[config.mk]
export PLATFORM = sky130hd
export DESIGN_NAME = motor_step_ctrl_flat
export DESIGN_NICKNAME = d
export VERILOG_FILES = /design/src/rtl/motor_step_ctrl_pkg.sv /design/src/rtl/motor_step_ctrl_if.sv /design/src/rtl/motor_step_ctrl_step_divider.sv /design/src/rtl/motor_step_ctrl.sv /design/src/flat_wrapper.sv
export SDC_FILE = /design/constraint.sdc
export NUM_CORES = 1
export LEC_CHECK = 0
export ABC_AREA = 1
export CORE_MARGIN = 5
export CORE_UTILIZATION = 50
export CTS_BUF_LIST = sky130_fd_sc_hd__clkbuf_4
export DETAILED_ROUTE_END_ITERATION = 7
export GPL_TIMING_DRIVEN = 0
export PLACE_DENSITY = 0.7
export SLEW_MARGIN = 20
export SYNTH_ARGS = -nofsm -noshare
export SYNTH_HDL_FRONTEND = slang
export SYNTH_SLANG_ARGS = --single-unit
[constraint.sdc]
create_clock -name sysclk -period 3.74 [get_ports sysclk]
set_input_delay 0.748 -clock sysclk [delete_from_list [all_inputs] [get_ports sysclk]]
set_output_delay 0.748 -clock sysclk [all_outputs]
set_load 0.02 [all_outputs]
[src/rtl/motor_step_ctrl_pkg.sv]
// Shared definitions for the stepper motor move controller and the keypad
// entry logic: motor/coordinate limits, coordinate type, FSM state encoding
// and small coordinate arithmetic helpers.
package motor_step_ctrl_pkg;

  localparam int N_MOTOR_DEF = 6;
  localparam int POS_MAX_DEF = 999;
  localparam int COORD_W     = 10;
  localparam int MOTOR_W     = 4;

  typedef logic [COORD_W-1:0] coord_t;
  typedef logic [MOTOR_W-1:0] motor_t;

  typedef enum logic [1:0] {
    ST_IDLE = 2'd0,
    ST_LOAD = 2'd1,
    ST_RUN  = 2'd2,
    ST_DONE = 2'd3
  } state_e;

  // Saturate a keypad coordinate to the largest legal position.
  function automatic coord_t clamp_coord(input coord_t v, input coord_t lim);
    coord_t r;
    if (v > lim) begin
      r = lim;
    end else begin
      r = v;
    end
    return r;
  endfunction

  // Unsigned distance between two coordinates.
  function automatic coord_t abs_diff(input coord_t a, input coord_t b);
    coord_t r;
    if (a > b) begin
      r = a - b;
    end else begin
      r = b - a;
    end
    return r;
  endfunction

endpackage

[src/rtl/motor_step_ctrl_if.sv]
// Command/status bus between the keypad entry block (master) and the
// move controller (slave).
interface motor_step_ctrl_if;
  import motor_step_ctrl_pkg::*;

  logic   Start;
  motor_t Motor;
  coord_t Value;
  logic   Busy;
  logic   Done;
  logic   Err;

  modport master (
    output Start, Motor, Value,
    input  Busy, Done, Err
  );

  modport slave (
    input  Start, Motor, Value,
    output Busy, Done, Err
  );

endinterface

[src/rtl/motor_step_ctrl_step_divider.sv]
// Step-period divider: counts 0..STEP_DIV-1 while enabled, reports whether
// the upcoming count lies in the high half of the step period and pulses a
// terminal count on the last cycle of each period.
module motor_step_ctrl_step_divider #(
  parameter int STEP_DIV = 50000
) (
  input  logic sysclk,
  input  logic INIT_n,
  input  logic enable,
  input  logic clear,
  output logic step_hi_nxt,
  output logic tc
);

  localparam int CNT_W = (STEP_DIV > 2) ? $clog2(STEP_DIV) : 1;
  localparam logic [CNT_W-1:0] CNT_ZERO = {CNT_W{1'b0}};
  localparam logic [CNT_W-1:0] CNT_ONE  = CNT_W'(1);
  localparam logic [CNT_W-1:0] CNT_LAST = CNT_W'(STEP_DIV - 1);
  localparam logic [CNT_W-1:0] CNT_HALF = CNT_W'(STEP_DIV / 2);

  logic [CNT_W-1:0] cnt_r;
  logic [CNT_W-1:0] cnt_nxt_s;

  // Next count, the step-high decode of that count and the period terminal count.
  always_comb begin
    cnt_nxt_s = cnt_r;
    tc        = 1'b0;
    if (clear) begin
      cnt_nxt_s = CNT_ZERO;
    end else if (enable) begin
      if (cnt_r == CNT_LAST) begin
        cnt_nxt_s = CNT_ZERO;
        tc        = 1'b1;
      end else begin
        cnt_nxt_s = cnt_r + CNT_ONE;
      end
    end else begin
      cnt_nxt_s = cnt_r;
    end
    step_hi_nxt = (cnt_nxt_s < CNT_HALF);
  end

  // Divider count register.
  always_ff @(posedge sysclk) begin
    if (!INIT_n) begin
      cnt_r <= CNT_ZERO;
    end else begin
      cnt_r <= cnt_nxt_s;
    end
  end

endmodule

[src/rtl/motor_step_ctrl.sv]
// Stepper move controller: takes a (motor, target) command from the keypad
// entry block, drives STEP/DIR for the selected motor until its tracked
// absolute position reaches the clamped target, then pulses Done.
// Optional feature macro: POS_READBACK_EN adds the Cur_Pos readback port.
module motor_step_ctrl
  import motor_step_ctrl_pkg::*;
#(
  parameter int STEP_DIV = 50000,
  parameter int N_MOTOR  = N_MOTOR_DEF,
  parameter int POS_MAX  = POS_MAX_DEF
) (
  input  logic               sysclk,
  input  logic               INIT_n,
  motor_step_ctrl_if.slave   cmd,
  output logic [N_MOTOR-1:0] Step,
  output logic [N_MOTOR-1:0] Dir
`ifdef POS_READBACK_EN
  ,
  output coord_t             Cur_Pos
`endif
);

  localparam int     MIDX_W     = (N_MOTOR > 1) ? $clog2(N_MOTOR) : 1;
  localparam motor_t N_MOTOR_L  = motor_t'(N_MOTOR);
  localparam coord_t POS_MAX_L  = coord_t'(POS_MAX);
  localparam coord_t COORD_ZERO = {COORD_W{1'b0}};
  localparam coord_t COORD_ONE  = coord_t'(1);

  state_e              state_r;
  state_e              state_nxt_s;
  logic [MIDX_W-1:0]   m_r;
  coord_t              tgt_r;
  coord_t              rem_r;
  coord_t              pos_r [N_MOTOR];

  logic [MIDX_W-1:0]   in_idx_s;
  logic                motor_bad_s;
  coord_t              val_clamped_s;
  coord_t              pos_in_s;
  coord_t              pos_m_s;
  coord_t              rem_ld_s;
  logic                accept_s;
  logic                reject_s;
  logic                div_en_s;
  logic                step_hi_nxt_s;
  logic                tc_s;
  logic [N_MOTOR-1:0]  step_nxt_s;

  assign div_en_s = (state_r == ST_RUN);

  motor_step_ctrl_step_divider #(
    .STEP_DIV (STEP_DIV)
  ) u_div (
    .sysclk      (sysclk),
    .INIT_n      (INIT_n),
    .enable      (div_en_s),
    .clear       (!div_en_s),
    .step_hi_nxt (step_hi_nxt_s),
    .tc          (tc_s)
  );

  // Command decode and move-length arithmetic.
  always_comb begin
    in_idx_s      = cmd.Motor[MIDX_W-1:0];
    motor_bad_s   = (cmd.Motor >= N_MOTOR_L);
    val_clamped_s = clamp_coord(cmd.Value, POS_MAX_L);
    pos_in_s      = pos_r[in_idx_s];
    pos_m_s       = pos_r[m_r];
    rem_ld_s      = abs_diff(tgt_r, pos_m_s);
  end

  // Next-state logic; Start is only looked at in IDLE.
  always_comb begin
    state_nxt_s = state_r;
    accept_s    = 1'b0;
    reject_s    = 1'b0;
    case (state_r)
      ST_IDLE: begin
        if (cmd.Start) begin
          if (motor_bad_s) begin
            reject_s = 1'b1;
          end else begin
            accept_s    = 1'b1;
            state_nxt_s = ST_LOAD;
          end
        end else begin
          state_nxt_s = ST_IDLE;
        end
      end
      ST_LOAD: begin
        if (rem_ld_s == COORD_ZERO) begin
          state_nxt_s = ST_DONE;
        end else begin
          state_nxt_s = ST_RUN;
        end
      end
      ST_RUN: begin
        if (tc_s && (rem_r == COORD_ONE)) begin
          state_nxt_s = ST_DONE;
        end else begin
          state_nxt_s = ST_RUN;
        end
      end
      ST_DONE: begin
        state_nxt_s = ST_IDLE;
      end
      default: begin
        state_nxt_s = ST_IDLE;
      end
    endcase
  end

  // Step demux: only the selected motor pulses, and only while running.
  always_comb begin
    step_nxt_s = {N_MOTOR{1'b0}};
    if ((state_nxt_s == ST_RUN) && step_hi_nxt_s) begin
      step_nxt_s[m_r] = 1'b1;
    end else begin
      step_nxt_s = {N_MOTOR{1'b0}};
    end
  end

  // FSM state register.
  always_ff @(posedge sysclk) begin
    if (!INIT_n) begin
      state_r <= ST_IDLE;
    end else begin
      state_r <= state_nxt_s;
    end
  end

  // Registered status and step outputs, decoded from the next state.
  always_ff @(posedge sysclk) begin
    if (!INIT_n) begin
      cmd.Busy <= 1'b0;
      cmd.Done <= 1'b0;
      cmd.Err  <= 1'b0;
      Step     <= {N_MOTOR{1'b0}};
    end else begin
      cmd.Busy <= (state_nxt_s != ST_IDLE);
      cmd.Done <= (state_nxt_s == ST_DONE);
      cmd.Err  <= reject_s;
      Step     <= step_nxt_s;
    end
  end

  // Command latch, remaining steps, positions and direction. Dir is set when
  // the command is accepted so the LOAD cycle gives it setup before the first step.
  always_ff @(posedge sysclk) begin
    if (!INIT_n) begin
      m_r   <= {MIDX_W{1'b0}};
      tgt_r <= COORD_ZERO;
      rem_r <= COORD_ZERO;
      Dir   <= {N_MOTOR{1'b0}};
      for (int i = 0; i < N_MOTOR; i++) begin
        pos_r[i] <= COORD_ZERO;
      end
    end else begin
      if (accept_s) begin
        m_r           <= in_idx_s;
        tgt_r         <= val_clamped_s;
        Dir[in_idx_s] <= (val_clamped_s > pos_in_s);
      end
      if (state_r == ST_LOAD) begin
        rem_r <= rem_ld_s;
      end else if (tc_s) begin
        rem_r <= rem_r - COORD_ONE;
        if (Dir[m_r]) begin
          pos_r[m_r] <= pos_m_s + COORD_ONE;
        end else begin
          pos_r[m_r] <= pos_m_s - COORD_ONE;
        end
      end
    end
  end

`ifdef POS_READBACK_EN
  // Live position readback for the display, selected by the Motor input.
  always_comb begin
    if (motor_bad_s) begin
      Cur_Pos = COORD_ZERO;
    end else begin
      Cur_Pos = pos_in_s;
    end
  end
`endif

endmodule

[src/flat_wrapper.sv]
// flat-port wrapper written by rule: the top's interface ports become plain ports
module motor_step_ctrl_flat import motor_step_ctrl_pkg::*;
#(
  parameter int STEP_DIV = 50000,
  parameter int N_MOTOR  = N_MOTOR_DEF,
  parameter int POS_MAX  = POS_MAX_DEF
)
  (sysclk, INIT_n, Step, Dir, cmd_Start, cmd_Motor, cmd_Value, cmd_Busy, cmd_Done, cmd_Err);
  motor_step_ctrl_if cmd_i ();
  input  logic sysclk;
  input  logic INIT_n;
  output logic [N_MOTOR-1:0] Step;
  output logic [N_MOTOR-1:0] Dir;
  input wire logic [$bits(cmd_i.Start)-1:0] cmd_Start;
  input wire logic [$bits(cmd_i.Motor)-1:0] cmd_Motor;
  input wire logic [$bits(cmd_i.Value)-1:0] cmd_Value;
  output wire logic [$bits(cmd_i.Busy)-1:0] cmd_Busy;
  output wire logic [$bits(cmd_i.Done)-1:0] cmd_Done;
  output wire logic [$bits(cmd_i.Err)-1:0] cmd_Err;
  assign cmd_i.Start = cmd_Start;
  assign cmd_i.Motor = cmd_Motor;
  assign cmd_i.Value = cmd_Value;
  assign cmd_Busy = cmd_i.Busy;
  assign cmd_Done = cmd_i.Done;
  assign cmd_Err = cmd_i.Err;
  motor_step_ctrl #(.STEP_DIV(STEP_DIV), .N_MOTOR(N_MOTOR), .POS_MAX(POS_MAX)) u_core (.sysclk(sysclk), .INIT_n(INIT_n), .cmd(cmd_i), .Step(Step), .Dir(Dir));
endmodule
# Word-level counts from Yosys, hierarchy flattened
# Memory sizes are Yosys's and may differ from the RTL's. A register that Yosys moved wholly into a read port is not among the register bits.
# Cells that the tools add are included.
# classes
n_reduce_logical	11
magnitude_cmp	9
n_mux	41
n_eq_ne	7
bitwise	1
n_addsub	6
# op_table
op	n
$mux 10	6
$mux 16	2
$mux 1	23
$gt 10x10->1	2
$sub 10x1->10 const B	2
$sub 10x10->10	2
$add 16x1->16 const B	1
$eq 16x16->1 const B	1
$lt 16x15->1 const B	1
$add 10x1->10 const B	1
$eq 10x1->1 const B	1
$gt 10x10->1 const B	1
$logic_not 10->1	1
$reduce_or 10->1	1
$mux 3	3
$eq 2x2->1 const B	4
$lt 3x4->1 const B	2
$pmux 2 s4	1
$bwmux 6	1
$demux 1 s3	2
$ge 3x1->1 const B	2
$ge 4x3->1 const B	1
$logic_and 1x1->1	4
$mux 2	2
other kinds (7)	8
# word_totals
out_inout_bits	15
mem_bits_rw	60
regBits	56
in_bits	17
memories	1
wordCells	86
# mem_list
name	depth	word_bits	rd	rd_ports_with_merged_regs	write_ports	line	source
u_core.pos_r	6	10	2	1	6	motor_step_ctrl.sv:34	coord_t pos_r [N_MOTOR];

# Logic depth before layout (Yosys ltp)
# Gate-level depths: netlist of run 1.
# logic_depth
ltp_word	10
depth_mapped	28

# Cells and area by module
# A second synthesis of run 1 with hierarchy kept.
# hier_totals
hier_cells	1225
area_unflattened_um2	8834.7
# by_module_without_submodules
mod	cells_per_inst	n_inst	area_per_inst_um2
motor_step_ctrl	1048	1	7763.7
motor_step_ctrl_step_divider	177	1	1071.0

# Least setup slack after synthesis of run 1
# OpenSTA, ideal clock, no wires.
# synth_path
path_kind	input to register
startpoint	in INIT_n
endpoint	mem u_core.pos_r[5][8] (netlist bit) (data pin)
arrival_time_ps	3495
setup_slack_ps	-19
cell_stages	15
setup_time_ps	264
t_required_ps	3476
path_buffers	1
path_cell_list	buf_2 inv_1 nor2_1 nand4_1 nor3_1 ha_1 a21oi_1 nand2_1 a21o_1 a21o_1 a21oi_1 o21bai_1 or2_2 nand3_1 inv_1
# synth_rtl
item	line	source
start: declaration	flat_wrapper.sv:11	input logic INIT_n;
end: declaration	motor_step_ctrl.sv:34	

==> results.txt, run 1 <==
The flow ran to the end, and the final reports show no timing, DRC or antenna violations. The worst path meets setup with 0.2200 ns of slack. The source-to-sink clock delay at the later pin of the worst-skew pair came out at 0.57 ns. The kind of end point of the critical path is a flop. Yosys mapped a number of flops with a built-in enable equal to 80.

The layer flagged by global routing as most heavily used is met2. The H-tree depth is 4. The met1 usage in global routing is 35.62%. The share of synthesized area occupied by flip-flops and latches is 40.69%. The area of the core is 0.01730 mm². The worst-case clock buffer depth came out at 2. The register clock-pin slew on the reported worst setup and hold paths came out at 0.12 ns. The remaining antenna violation count after routing came out at 0. The share of async-settable or async-resettable flops after synthesis is 0%.

For this run, design rule violations remaining after detail routing come to 0. The worst slew slack as a fraction of its limit is 20.69%. The largest fanout of any net on the critical path came out at 10. The floorplan die height is 142.7 µm. The first-pass GRT wire length is 40.39 mm. The measured slew at the worst slew-check pin is 1.185 ns.

Once the floorplan was initialized, standard cells occupied 50.92% of the core. The minimum clock period after layout came out at 3.520 ns. The number of port buffers came out at 30.

In the final layout, the share of cells above drive strength 1 is 9.368%. The via count of the first global-routing pass was 7744. The type of origin of the critical path is a flop. The number of standard cells in the layout, taps in and fillers out is 1507. The minimum setup slack among reg-to-reg paths came out at 0.22 ns.

The total overflow left after global routing is 0. The worst register-to-register path has a depth of 22. After floorplanning, the core was divided into 48 placement rows. Synthesis instantiated 46 different standard cells from the library.

The die outline area is 0.02037 mm². The count of endpoints failing hold in the final timing report came out at 0. The end of the worst hold path is u_core.u_div.cnt_r[0]$_SDFF_PP0_. The setup path with the least slack is of type flop to flop. The global routing usage summed across all routing layers came out at 25.27%. The met2 usage came out at 39.49%. The net count of the mapped netlist is 1272. The terminus of the critical flop-to-flop path is u_core.Step[4]$_SDFF_PN0_. The final critical path takes up 94.12% of the cycle. The number of cells in the design after placement came out at 1464. Summing over every cut layer, the via total after detailed routing is 8318. The post-synthesis area per instance is 7.285 µm². The final instance area is 0.009971 mm². The worst hold path begins at u_core.u_div.cnt_r[0]$_SDFF_PP0_. The final routed wirelength across all metal layers came out at 25.22 mm.

The cell area after technology mapping is 0.008807 mm². The instance area at placement came out at 0.009398 mm². The first-pass iteration count of the detailed router came out at 7. The setup TNS after final layout is 0 ns. The cell count of the worst hold path came out at 1. Clock skew on the completed layout was measured at 0.02476 ns. During I/O placement, the number of pins put on the boundary was 32.

The number of maximum-capacitance violations is 0. The peak supply drop came out at 0.0002008 V. The number of synthesized register bits is 139. The required time of the critical path came out at 4.18 ns. In the routed layout, each cell is associated on average with a via count of 5.520. From synthesis to final layout, the design area changed by 13.21%.

The most used flip-flop cell after synthesis is sky130_fd_sc_hd__edfxtp_1. TritonCTS built the clock tree. The iteration-0 DRC count of the detailed router is 845. The clock sink count came out at 139. The arrival time of the worst setup path is 3.96 ns. The cell count after synthesis came out at 1209. The pre-CTS worst setup slack is -0.7398 ns. Routability-driven placement finished with a final weighted congestion of 0.9689. The worst hold path class is flop to flop.

Timing would allow up to 284.1 MHz. Leaving out fill and tap cells, the most frequent cells in the layout are sky130_fd_sc_hd__nand2_1 (234), sky130_fd_sc_hd__nor2_1 (190), sky130_fd_sc_hd__inv_1 (153). The HPWL after detailed placement is 19.43 mm. The final count of pins violating max slew came out at 0.

For this run, the number of Yosys warnings is 0. In the final routed layout, each cell accounts on average for 16.74 µm. The net count of the finished layout is 1331. The global routing met3 resource utilization came out at 4.956%. The library cell used most frequently in the layout, excluding fill and tap cells, is sky130_fd_sc_hd__nand2_1.

The number of buffers created by CTS came out at 17. Measured along the x axis, the die boundary spans 142.7 µm. The clock tree root buffer cell is sky130_fd_sc_hd__clkbuf_4. The initial antenna violation count came out at 1. The power density over the cells came out at 371.8 mW/mm². The number of setup violations in the final report came out at 0.

Entering global routing, the biggest net connects 17 pins. The static power due to leakage is 4.129 nW.
==> worst max path at each step <==
| stage | startpoint | end | slack, ns | depth (start not counted) |
|---|---|---|---|---|
| 2_1_floorplan | INIT_n | u_core.pos_r[5][8]$_DFFE_PP_ | 0.23 | 15 |
| 3_3_place_gp | flop | u_core.Step[5]$_SDFF_PN0_ | -0.73 | 21 |
| 3_5_place_dp | flop | u_core.Step[5]$_SDFF_PN0_ | -0.74 | 21 |
| 4_1_cts | u_core.u_div.cnt_r[0]$_SDFF_PP0_ | u_core.pos_r[7][8]$_DFFE_PP_ | 0.01 | 17 |
| 5_1_grt | flop | u_core.Step[5]$_SDFF_PN0_ | -0.02 | 27 |
| 6_report | flop | u_core.Step[4]$_SDFF_PN0_ | 0.22 | 22 |
==> what timing repair did <==
| item | in CTS | in global routing |
|---|---|---|
| buffers inserted | 2 | 8 |
| resized for setup | 23 | 44 |
| cloned | 0 | 1 |
| hold buffers | 0 | 0 |
| setup endpoints to repair | 46 | 36 |
| pin swaps | 2 | 5 |
==> worst max-delay path: stages (launching register included) <==
cell                       delay [ns]
sky130_fd_sc_hd__dfxtp_4         0.39
sky130_fd_sc_hd__inv_2           0.09
sky130_fd_sc_hd__buf_6           0.15
sky130_fd_sc_hd__clkbuf_2        0.23
sky130_fd_sc_hd__nor2_1          0.05
sky130_fd_sc_hd__o21ai_0         0.35
sky130_fd_sc_hd__nand2_1         0.19
sky130_fd_sc_hd__o21ai_4         0.14
sky130_fd_sc_hd__ha_4            0.26
sky130_fd_sc_hd__a21oi_2         0.20
sky130_fd_sc_hd__nand2_1         0.08
sky130_fd_sc_hd__nand2_1         0.10
sky130_fd_sc_hd__nand3_4         0.14
sky130_fd_sc_hd__nand2_4         0.14
sky130_fd_sc_hd__nand2_1         0.06
sky130_fd_sc_hd__nand2_1         0.14
sky130_fd_sc_hd__nand2_1         0.08
sky130_fd_sc_hd__nor2_1          0.10
sky130_fd_sc_hd__nand3_1         0.08
sky130_fd_sc_hd__nand2_1         0.11
sky130_fd_sc_hd__nand2_2         0.07
sky130_fd_sc_hd__nand3_2         0.17
sky130_fd_sc_hd__nor2_1          0.06
==> stage by stage <==
step | util [%] | total power [mW] | hold slack [ns]
5_1_grt | 57.65 | 3.911 | 0.5228
6_report | 57.65 | 3.707 | 0.4843
3_3_place_gp | 54.31 | 2.666 | 0.4470
2_1_floorplan | - | 2.402 | 0.4299
3_5_place_dp | 54.33 | 2.676 | 0.4547
4_1_cts | 56.24 | 3.644 | 0.4852
==> cell usage after synthesis, types with 8 or more instances <==
cell,count,area [µm²]
sky130_fd_sc_hd__nor2_1,192,720.7
sky130_fd_sc_hd__xor2_1,12,105.1
sky130_fd_sc_hd__nand3_1,54,270.3
sky130_fd_sc_hd__a21oi_1,78,390.4
sky130_fd_sc_hd__nor3_1,15,75.07
sky130_fd_sc_hd__inv_1,154,578.1
sky130_fd_sc_hd__nand2_1,234,878.3
sky130_fd_sc_hd__o211ai_1,9,67.56
sky130_fd_sc_hd__inv_2,8,30.03
sky130_fd_sc_hd__dfxtp_1,59,1181
sky130_fd_sc_hd__clkbuf_1,31,116.4
sky130_fd_sc_hd__o21ai_0,146,730.7
sky130_fd_sc_hd__edfxtp_1,80,2402
sky130_fd_sc_hd__nand4_1,16,100.1
sky130_fd_sc_hd__ha_1,43,538.0
==> flip-flops by register name, summed over array words and instances (netlist names), named ones only <==
| name | cells |
|---|---|
| u_core.pos_r | 80 |
| u_core.u_div.cnt_r | 16 |
| u_core.rem_r | 10 |
| u_core.tgt_r | 10 |
| u_core.Dir | 6 |
| u_core.Step | 6 |
| u_core.m_r | 3 |
| u_core.state_r | 2 |
| u_core.cmd.Busy | 1 |
| u_core.cmd.Done | 1 |
| u_core.cmd.Err | 1 |
==> area by class of cell <==
type                            count  area (µm²)
Antenna cell                        1       2.502
Sequential cell                   139        3588
Tap cell                          225       281.5
Timing Repair Buffer               40       387.9
Inverter                          164       619.3
Clock inverter                     15       147.6
Fill cell                        1647        7326
Buffer                             39       193.9
Multi-Input combinational cell    867        4622
Clock buffer                       17       127.6
==> cells by family after synthesis <==
logic type | after synthesis | synth area share [%]
DFF | 139 | 40.69
and+or+nand+nor | 547 | 26.37
buffers and inverters | 204 | 8.978
adders and majority gates | 46 | 6.791
AOI/OAI and AO/OA | 257 | 15.58
xor gates and xnor gates | 16 | 1.591
==> routing by layer <==
| layer | part of all wire (%) | routed length (µm) |
|---|---|---|
| met5 | 0 | 0 |
| met2 | 44 | 11180 |
| met3 | 8.5 | 2139 |
| met4 | 2.7 | 690 |
| met1 | 44 | 11210 |
==> power by group <==
group          leakage [nW]  switching, mW  internal (mW)
combinational          2.77          0.683          0.343
sequential             1.21         0.0403           1.66
clock                 0.153          0.580          0.397
No activity file was read; power rests on OpenSTA's default activity.
==> inputs of run 2 (changes only) <==
Settings changed: CTS_CLUSTER_SIZE set to 25, TNS_END_PERCENT set to 100.
Clock period 3.74 ns to 2.95 ns, I/O delays scaled along.
==> results.txt, run 2 (same netlist as run 1, synthesis figures left out) <==
The flow ran to the end, but the final reports show violations. The checks that failed: negative setup slack. The number of flip-flops in the largest register is 80. The net switching component of the power came out at 1.933 mW. The internal portion of the total power is 3.246 mW. For this design the ratio of total power to cell area is 458.3 mW/mm². The total of hold buffers inserted after clock tree synthesis came out at 0. The setup TNS after final layout is -4.649 ns. The initial core utilization came out at 50.92%. Sequential cells account for 41.7% of the total power. The H-tree depth came out at 4. The required time of the critical path is 3.27 ns. In this run the worst hold path is classified as input pin to flop. The worst path uses 107.4% of the clock period.

After clock tree synthesis, the clock-pin slew on the worst setup and hold paths is 0.13 ns. The count of endpoints failing hold in the final timing report is 0. The maximum number of pins on one net before global-route repair came out at 17. The fraction of power consumed by combinational cells came out at 34.6%. The remaining antenna violation count after routing is 0. The share of cells above drive strength 1 is 25.64%. The cell count of the worst reg-to-reg path came out at 18. The post-detailed-route DRC marker count is 0.

u_core.pos_r holds more flip-flops than any other register. The per-cell via count in the routed design came out at 5.657. The worst slew slack as a fraction of its limit is 46.96%.

The final instance area came out at 0.01130 mm². In this run, the clock network consumes 23.7% of the power. The first-pass iteration count of the detailed router is 5.

Measured along the x axis, the die boundary spans 142.7 µm. Clock tree synthesis inserted a total of 17 buffers. The number of placed instances, taps included, is 1464. The number of port buffers is 30.

The final count of pins violating max slew was 0. The die outline area came out at 0.02037 mm². The total number of nets in the final design is 1384. The area of the core is 0.01730 mm². The iteration-0 DRC count of the detailed router came out at 835. The die is 142.7 µm tall. The terminus of the critical flop-to-flop path is u_core.pos_r[3][8]$_SDFFCE_PN0P_.

The worst setup path is captured at a flop. The proportion of total power due to net switching came out at 37.33%. The wire-length estimate of the detail-placed layout is 19.39 mm. In this run the most critical hold path is launched from INIT_n. On the final layout, the worst hold slack is 0.3724 ns. Summed over all layers, the global routing overflow is 0. The static power due to leakage came out at 4.554 nW. The global routing usage summed across all routing layers is 25.93%. The total power is 5.180 mW.

At the later pin of the worst-skew pair, clock insertion delay measures 0.58 ns. The type of origin of the critical path is a flop. The number of rows in the core area is 48. Clock skew on the completed layout was measured at 0.02344 ns. The congestion estimate from routability-driven global placement came to 0.9676. The initial antenna violation count was 1. By startpoint and endpoint, the worst setup path is classified as flop to flop.

The clock sink count came out at 139. Data arrives at the worst endpoint at 3.49 ns. The total I/O pin count came out at 32. The first global-routing pass estimated 41.35 mm of wire.

The final routed wirelength across all metal layers is 27.48 mm. The peak supply drop is 0.0002312 V. Across all register-to-register paths, the minimum setup slack is -0.22 ns. The number of standard cells in the layout, taps in and fillers out came out at 1560. The clock tree root buffer cell is sky130_fd_sc_hd__clkbuf_4. The largest fanout of any net on the critical path came out at 10. The number of setup violations in the final report came out at 41. The measured slew at the worst slew-check pin is 0.7900 ns. In the layout the commonest cells are sky130_fd_sc_hd__nand2_1 (195), sky130_fd_sc_hd__nor2_1 (159), sky130_fd_sc_hd__inv_1 (136). The maximum frequency from static timing analysis came out at 315.7 MHz. Leaving out fill and tap cells, the most frequent cell in the layout is sky130_fd_sc_hd__nand2_1.

The setup slack after layout came out at -0.2178 ns. The minimum clock period after layout came out at 3.168 ns. The tool flagged a number of max-cap violations equal to 0. The critical path ends at u_core.pos_r[3][8]$_SDFFCE_PN0P_. Setup repair after global routing could not meet its margin everywhere. TritonCTS built the clock tree.

The largest registers in the layout are u_core.pos_r (80), u_core.u_div.cnt_r (16). The placed instances occupy a cell area of 0.009494 mm². The via count of the first global-routing pass was 7857. In this run the deepest clock path goes through 2 buffers. The post-synthesis to final-layout area growth is 28.33%. The average wire per cell in the routed design came out at 17.61 µm. The overall via count from detail_route came out at 8825.
==> run 2: cell types whose count changed in the layout (fill, tap and decap cells not counted), moves of 14 or more <==
cell | before | now
sky130_fd_sc_hd__a21oi_1 | 77 | 59
sky130_fd_sc_hd__buf_4 | 10 | 53
sky130_fd_sc_hd__dfxtp_1 | 57 | 43
sky130_fd_sc_hd__ha_1 | 37 | 22
sky130_fd_sc_hd__inv_1 | 153 | 136
sky130_fd_sc_hd__nand2_1 | 234 | 195
sky130_fd_sc_hd__nand2_2 | 8 | 42
sky130_fd_sc_hd__nor2_1 | 190 | 159
sky130_fd_sc_hd__nor2_2 | 5 | 29
sky130_fd_sc_hd__o21ai_0 | 132 | 108
sky130_fd_sc_hd__o21ai_1 | 6 | 21
==> run 2: power groups by stage <==
stage	Sequential (mW)	Combinational, mW	Clock, mW
4_1_cts	2.16	1.51	1.24
5_1_grt	2.17	1.94	1.32
6_report	2.16	1.79	1.23
3_5_place_dp	2.20	1.21	0
2_1_floorplan	2.19	0.873	0
3_3_place_gp	2.20	1.20	0
==> run 2: area by class of cell <==
cell class | count | area, µm²
plain buffers | 38 | 297.8
clock buffers | 17 | 127.6
diodes | 1 | 2.502
well taps | 225 | 281.5
inverters | 164 | 650.6
clock inverters | 15 | 135.1
repair buffers | 94 | 848.3
flip-flops and latches | 139 | 3623
fillers | 1472 | 5995
multi-input cells | 867 | 5335
==> run 2: routing by layer <==
layer  vias up  share of wire, %  global-route usage, %  wire, µm
met2       406                47                  40.97     12880
met3        71               8.0                  5.157      2198
li1       4212                 -                      -         -
met5         -                 0                      0         0
met4         0               2.5                  9.305       700
met1      4136                43                  35.57     11690
==> run 2: what timing repair did <==
action                                  CTS  global route
endpoints found under the setup margin  116            77
pin swaps                                32            51
buffers inserted                         30            32
gates cloned                              3             0
gates resized for setup                 156           173
==> run 2: worst min path at each step <==
stage | cells after the start | endpoint | slack (ns)
floorplan | 1 | u_core.u_div.cnt_r[0]$_SDFF_PP0_ | 0.43
global placement | 1 | u_core.u_div.cnt_r[0]$_SDFF_PP0_ | 0.45
detailed placement | 1 | u_core.u_div.cnt_r[0]$_SDFF_PP0_ | 0.45
CTS | 3 | u_core.rem_r[0]$_SDFFE_PN0P_ | 0.33
global route | 3 | u_core.rem_r[0]$_SDFFE_PN0P_ | 0.35
finish | 3 | u_core.rem_r[0]$_SDFFE_PN0P_ | 0.37
==> run 2: critical path, cell delays in order (launching register included) <==
cell and delay, ns:
sky130_fd_sc_hd__dfxtp_4 0.43, sky130_fd_sc_hd__buf_8 0.15, sky130_fd_sc_hd__buf_8 0.13, sky130_fd_sc_hd__a21oi_1 0.07, sky130_fd_sc_hd__o21ai_1 0.08, sky130_fd_sc_hd__o21ai_1 0.13
sky130_fd_sc_hd__nand2_1 0.13, sky130_fd_sc_hd__o21ai_4 0.10, sky130_fd_sc_hd__buf_6 0.15, sky130_fd_sc_hd__fa_2 0.38, sky130_fd_sc_hd__nand3_2 0.08, sky130_fd_sc_hd__nand2_2 0.07
sky130_fd_sc_hd__a21o_1 0.16, sky130_fd_sc_hd__a21o_1 0.19, sky130_fd_sc_hd__a21oi_2 0.13, sky130_fd_sc_hd__o21bai_1 0.11, sky130_fd_sc_hd__or2_4 0.25, sky130_fd_sc_hd__nand3_4 0.14
sky130_fd_sc_hd__nor2_1 0.07
==> run 2: stage by stage <==
stage / worst slack [ns] / util, %
final: -0.2178 / 65.34
after global routing: -0.3423 / 65.34
after CTS: -0.2012 / 60.93
after global placement: -1.085 / 54.87
after detailed placement: -1.082 / 54.89
after floorplan: -0.1304 / -
==> variant 1 (flow settings as in run 2) <==
Change the package constant `COORD_W` from 10 to 8.
--- a/src/rtl/motor_step_ctrl_pkg.sv
+++ b/src/rtl/motor_step_ctrl_pkg.sv
@@ -5,7 +5,7 @@
 
   localparam int N_MOTOR_DEF = 6;
   localparam int POS_MAX_DEF = 999;
-  localparam int COORD_W     = 10;
+  localparam int COORD_W     = 8;
   localparam int MOTOR_W     = 4;
 
   typedef logic [COORD_W-1:0] coord_t;
Interface: changed (resized cmd_Value); port bits go from 32 to 30. No check against the original RTL was run, so the function may have changed too.
==> variant 1 against run 2 <==
The flow still finishes with violations (setup timing); core utilization fell by 1.3 points; maximum frequency up 3.3%; power shrank 18%; sequential cell count fell by 20; final area shrank 21%; count of clock-buffer cells in the layout up 4; synthesized cell count fell by 22%; via count down 23%; combinational power shrank 28%; critical path depth is 3 higher; routed wire length decreased by 23%; area after synthesis fell by 18%; setup slack improved by 100 ps; critical path type unchanged; critical endpoint is now u_core.Step[0]; largest cell class unchanged.
==> variant 1: results (changes against run 2) <==
Run status
  • Outcome: finished, violations left (unchanged)
  • Violated checks: setup timing (unchanged)

Min path
  • Hold path start: u_core.u_div.cnt_r[0] (was INIT_n)
  • Worst hold path type: register to register (was input port to register)

Routing
  • Initial DRC Count: 594 (was 835)
  • Pre-antenna DRT Iters: 8 (was 5)
  • Met2 WL: 9564 µm (was 12880 µm)
  • M1 WL: 9085 µm (was 11690 µm)
  • Vias per cell: 5.598 (was 5.657)
  • Met3 WL: 2044 µm (was 2198 µm)
  • DR WL/cell: 17.41 µm (was 17.61 µm)

Clocking
  • Clock latency on the worst-skew pair: 550 ps (was 580 ps)
  • Clk pin slew, worst setup/hold paths: 110 ps (was 130 ps)
  • Setup bufs post-CTS: 14 (was 30)
  • CTS resizes: 89 (was 156)

Power
  • Lkg Pwr: 3.704 nW (was 4.554 nW)
  • Combinational Power Share: 30.0% (was 34.6%)
  • Worst VDD drop: 0.4280 mV (was 0.2312 mV)
  • Clock Power Share: 26.8% (was 23.7%)
  • Clk pwr: 1.14 mW (was 1.23 mW)

Place
  • Dpl cell area: 7755 µm² (was 9494 µm²)
  • Final HPWL DP: 14920 µm (was 19390 µm)
  • Port buffer count: 29 (was 30)
  • Worst slack, placed: -1219 ps (was -1082 ps)

Timing
  • Final setup margin: -118.0 ps (was -217.8 ps)
  • Slew margin rel.: 50.17% (was 46.96%)
  • Setup violators final: 22 (was 41)
  • Clk_skew: 15.25 ps (was 23.44 ps)

GRT
  • All-Layer GR Usage: 25.20% (was 25.93%)
  • First-pass GRT wire length: 32460 µm (was 41350 µm)
  • Vias in the first global route: 6191 (was 7857)

Cells and area
  • Layout cell share with drive strength beyond 1: 22.31% (was 25.64%)
  • Top Registers: u_core.pos_r x64, u_core.u_div.cnt_r x16 (was u_core.pos_r x80, u_core.u_div.cnt_r x16)
  • Final net count: 1081 (was 1384)
  • Largest register FFs: 64 (was 80)

Worst setup path
  • Slowest Stage Delay on Critical Path: 390 ps (was 430 ps)
  • Crit path arrival time: 3520 ps (was 3490 ps)

Synth
  • Netlist cell types: 44 (was 46)
  • Count of flip-flops with a built-in enable after synthesis: 64 (was 80)
  • Synth top area cells: edfxtp_1 (27%), dfxtp_1 (15%), nand2_1 (8.3%) (was edfxtp_1 (27%), dfxtp_1 (13%), nand2_1 (10%))
  • Mapped Nets: 1002 (was 1272)
## variant 1: cell types whose count changed after synthesis, sizes merged, moves of 5 or more
cell | before | now
nor2 | 200 | 145
nand2 | 242 | 169
edfxtp | 80 | 64
nand3 | 59 | 50
xor2 | 12 | 7
inv | 162 | 137
clkbuf | 31 | 21
nor3 | 16 | 7
ha | 43 | 36
nand4 | 16 | 9
o211ai | 9 | 4
o21ai | 148 | 114
## variant 1: cells by family (layout without fill, tap and decap cells)
| kind of cell | after synthesis | count (layout) | synth area share (%) |
|---|---|---|---|
| adders and majority gates | 39 | 39 | 7.092 |
| and+or+nand+nor | 394 | 395 | 24.07 |
| xor gates and xnor gates | 13 | 13 | 1.582 |
| DFF | 119 | 119 | 42.00 |
| AOI/OAI and AO/OA | 214 | 214 | 16.06 |
| buffers and inverters | 169 | 260 | 9.195 |
| other | 0 | 1 | 0 |
## variant 1: per-stage QoR
stage                     TNS, ps  instances  hold slack [ps]
after global routing        -4322       1221            475.8
after detailed placement   -74160       1160            439.5
final                       -1579       1221            452.3
after floorplan                 0        948            417.5
after CTS                  -359.0       1208            462.0
after global placement     -91720       1157            434.4
## variant 1: path summary, 6_finish.rpt
path                           end  slack, ps  cells after the start
min          u_core.u_div.cnt_r[0]        450                      1
min reg2reg  u_core.u_div.cnt_r[0]        450                      1
max reg2reg         u_core.Step[0]       -120                     21
max                 u_core.Step[0]       -120                     21
## variant 1: cell type report
class,count,area [µm²]
antenna,1,2.502
buffer,27,237.7
clock buffer,21,157.7
clock inverter,11,106.4
fill,1195,5032
inverter,141,546.8
multi-input combinational,661,4083
sequential,119,3045
tap,180,225.2
timing repair buffer,60,551.8
## variant 1: routing by layer
metal  vias up  GRT usage, %
met1      3165         35.44
met2       334         37.58
li1       3297             -
met4         0         9.474
met5         -             0
met3        39         6.427
==> variant 2 (settings of run 2) <==
Without the edit above. Encoding of `state_e`: now Gray code (2 bits for 4 states).
--- a/src/rtl/motor_step_ctrl_pkg.sv
+++ b/src/rtl/motor_step_ctrl_pkg.sv
@@ -12,10 +12,10 @@
   typedef logic [MOTOR_W-1:0] motor_t;
 
   typedef enum logic [1:0] {
-    ST_IDLE = 2'd0,
-    ST_LOAD = 2'd1,
-    ST_RUN  = 2'd2,
-    ST_DONE = 2'd3
+    ST_IDLE = 2'b00,
+    ST_LOAD = 2'b01,
+    ST_RUN  = 2'b11,
+    ST_DONE = 2'b10
   } state_e;
 
   // Saturate a keypad coordinate to the largest legal position.
Formal check against the unedited RTL: no difference found for any inputs over 10 cycles, from zero or initial values; not proved beyond that.
==> variant 2 against run 2 <==
The flow still finishes with violations (setup timing); routed wire length rose by 2.9%; via count is 2.3% higher; sequential cell count unchanged; final area rose by 0.64%; worst hold slack better by 63 ps; setup slack worse by 150 ps; power grew 8.1%; global-route usage grew 1.5 points; area after synthesis is 0.80% higher; synthesized cell count is 1.7% higher.
==> variant 2: results (changes against run 2) <==
Synth
  • Sequential area share after synthesis: 40.37% (was 40.69%)
  • Netlist cell types: 42 (was 46)
  • Top cells by count, synth: nand2_1 (237), nor2_1 (186), inv_1 (163) (was nand2_1 (234), nor2_1 (192), inv_1 (154))
  • Mapped Nets: 1289 (was 1272)
  • Synth top area cells: edfxtp_1 (27%), dfxtp_1 (13%), nand2_1 (10%) (unchanged)

Cells and area
  • Layout cell share with drive strength beyond 1: 22.81% (was 25.64%)
  • FILL cells: 1448 (was 1472)
  • Final net count: 1397 (was 1384)

Place
  • Dpl cell area: 9543 µm² (was 9494 µm²)
  • Final HPWL DP: 19820 µm (was 19390 µm)
  • Routability congestion estimate: 0.9667 (was 0.9676)

Power
  • Lkg Pwr: 4.618 nW (was 4.554 nW)
  • Worst VDD drop: 0.3519 mV (was 0.2312 mV)

Run status
  • Violated checks: setup timing (unchanged)
  • Outcome: finished, violations left (unchanged)

GRT
  • Met1 usage: 38.16% (was 35.57%)
  • Largest net degree at the start of global routing: 20 (was 17)
  • First-pass GRT wire length: 44080 µm (was 41350 µm)
  • Vias in the first global route: 8325 (was 7857)
  • GR Layer Usage met3: 5.090% (was 5.157%)
  • All-Layer GR Usage: 27.40% (was 25.93%)
  • Grt met2 use: 44.46% (was 40.97%)

Routing
  • DR WL/cell: 17.93 µm (was 17.61 µm)
  • Met2 WL: 13320 µm (was 12880 µm)
  • Met3 WL: 2164 µm (was 2198 µm)
  • Initial DRC Count: 1028 (was 835)
  • M1 WL: 12330 µm (was 11690 µm)

Worst setup path
  • Crit-path max FO: 7 (was 10)
  • Slowest Stage Delay on Critical Path: 380 ps (was 430 ps)
  • Crit path arrival time: 3790 ps (was 3490 ps)
  • Worst Reg2Reg Path Length in Cells: 25 (was 18)

Min path
  • Worst Hold End: u_core.m_r[2] (was u_core.rem_r[0])

Timing
  • Final setup margin: -364.6 ps (was -217.8 ps)
  • Setup violators final: 46 (was 41)
  • Worst-margin pin slew: 762.7 ps (was 790.0 ps)
-- variant 2: cell count changes after synthesis, moves of 4 or more --
| cell | before | now |
|---|---|---|
| a211oi_1 | 2 | 7 |
| o2111ai_1 | 5 | 1 |
| nor2_2 | 4 | 8 |
| o21ai_0 | 146 | 150 |
| a31oi_1 | 3 | 10 |
| nand3_1 | 54 | 69 |
| o211ai_1 | 9 | 2 |
| inv_1 | 154 | 163 |
| nor2_1 | 192 | 186 |
-- variant 2: cell type report --
cell class / count / area, µm² / area share, %
inverters: 172 / 665.6 / 5.852
flip-flops and latches: 139 / 3611 / 31.75
plain buffers: 37 / 286.5 / 2.519
repair buffers: 92 / 847.1 / 7.447
multi-input cells: 878 / 5309 / 46.67
clock buffers: 17 / 127.6 / 1.122
well taps: 225 / 281.5 / 2.475
clock inverters: 15 / 244.0 / 2.145
diodes: 1 / 2.502 / 0.02200
-- variant 2: worst register-to-register path, stage by stage (launching register included) --
cell and delay (ps):
dfxtp_4 380, buf_6 130, buf_8 140, clkbuf_16 160, a21oi_2 110, o21ai_1 90, o21ai_1 170, nand2_1 160
o21ai_4 130, ha_4 260, buf_8 130, nand2_2 70, nand2_2 60, nand2_2 70, buf_4 110, nand4_1 90
nand2_1 100, nand3_1 90, nand2_1 70, nand2_1 50, nor2_1 110, nand3_1 120, nand2_1 130, nand2_2 120
nand2_8 140, nor2_2 50
-- variant 2: through the flow --
step | setup TNS [ps] | total power [mW] | std cells | hold slack (ps) | worst slack, ps
6_report | -11070 | 5.601 | 1576 | 435.8 | -364.6
5_1_grt | -15710 | 5.862 | 1576 | 430.4 | -469.9
4_1_cts | -3012 | 5.362 | 1559 | 454.2 | -203.5
3_5_place_dp | -65550 | 3.480 | 1484 | 434.4 | -1381
3_3_place_gp | -64010 | 3.461 | 1484 | 430.4 | -1370
2_1_floorplan | 0 | 3.128 | 1229 | 420.0 | 4.939
-- variant 2: cell families (layout without fill, tap and decap cells) --
kind of cell | after synthesis | after routing | share of synthesized area, %
flops | 139 | 139 | 40.37
fa+ha+maj | 43 | 43 | 6.314
simple gates | 559 | 560 | 27.12
other cells | 0 | 1 | 0
compound gates | 256 | 256 | 15.12
xor+xnor | 19 | 19 | 1.875
buf+inv | 213 | 333 | 9.204
-- variant 2: where the power goes --
part	switching (mW)	internal (mW)	total, mW	leakage (nW)
Sequential	0.0589	2.11	2.17	1.21
Clock	0.763	0.843	1.61	0.181
Combinational	1.10	0.722	1.82	3.23
-- variant 2: what timing repair did --
item                                   CTS  global route
buffers inserted                        43            15
pin swaps                               37            47
gates cloned                             4             1
gates resized for setup                179           103
setup endpoints to repair              113            83
endpoints found under the hold margin    0             0
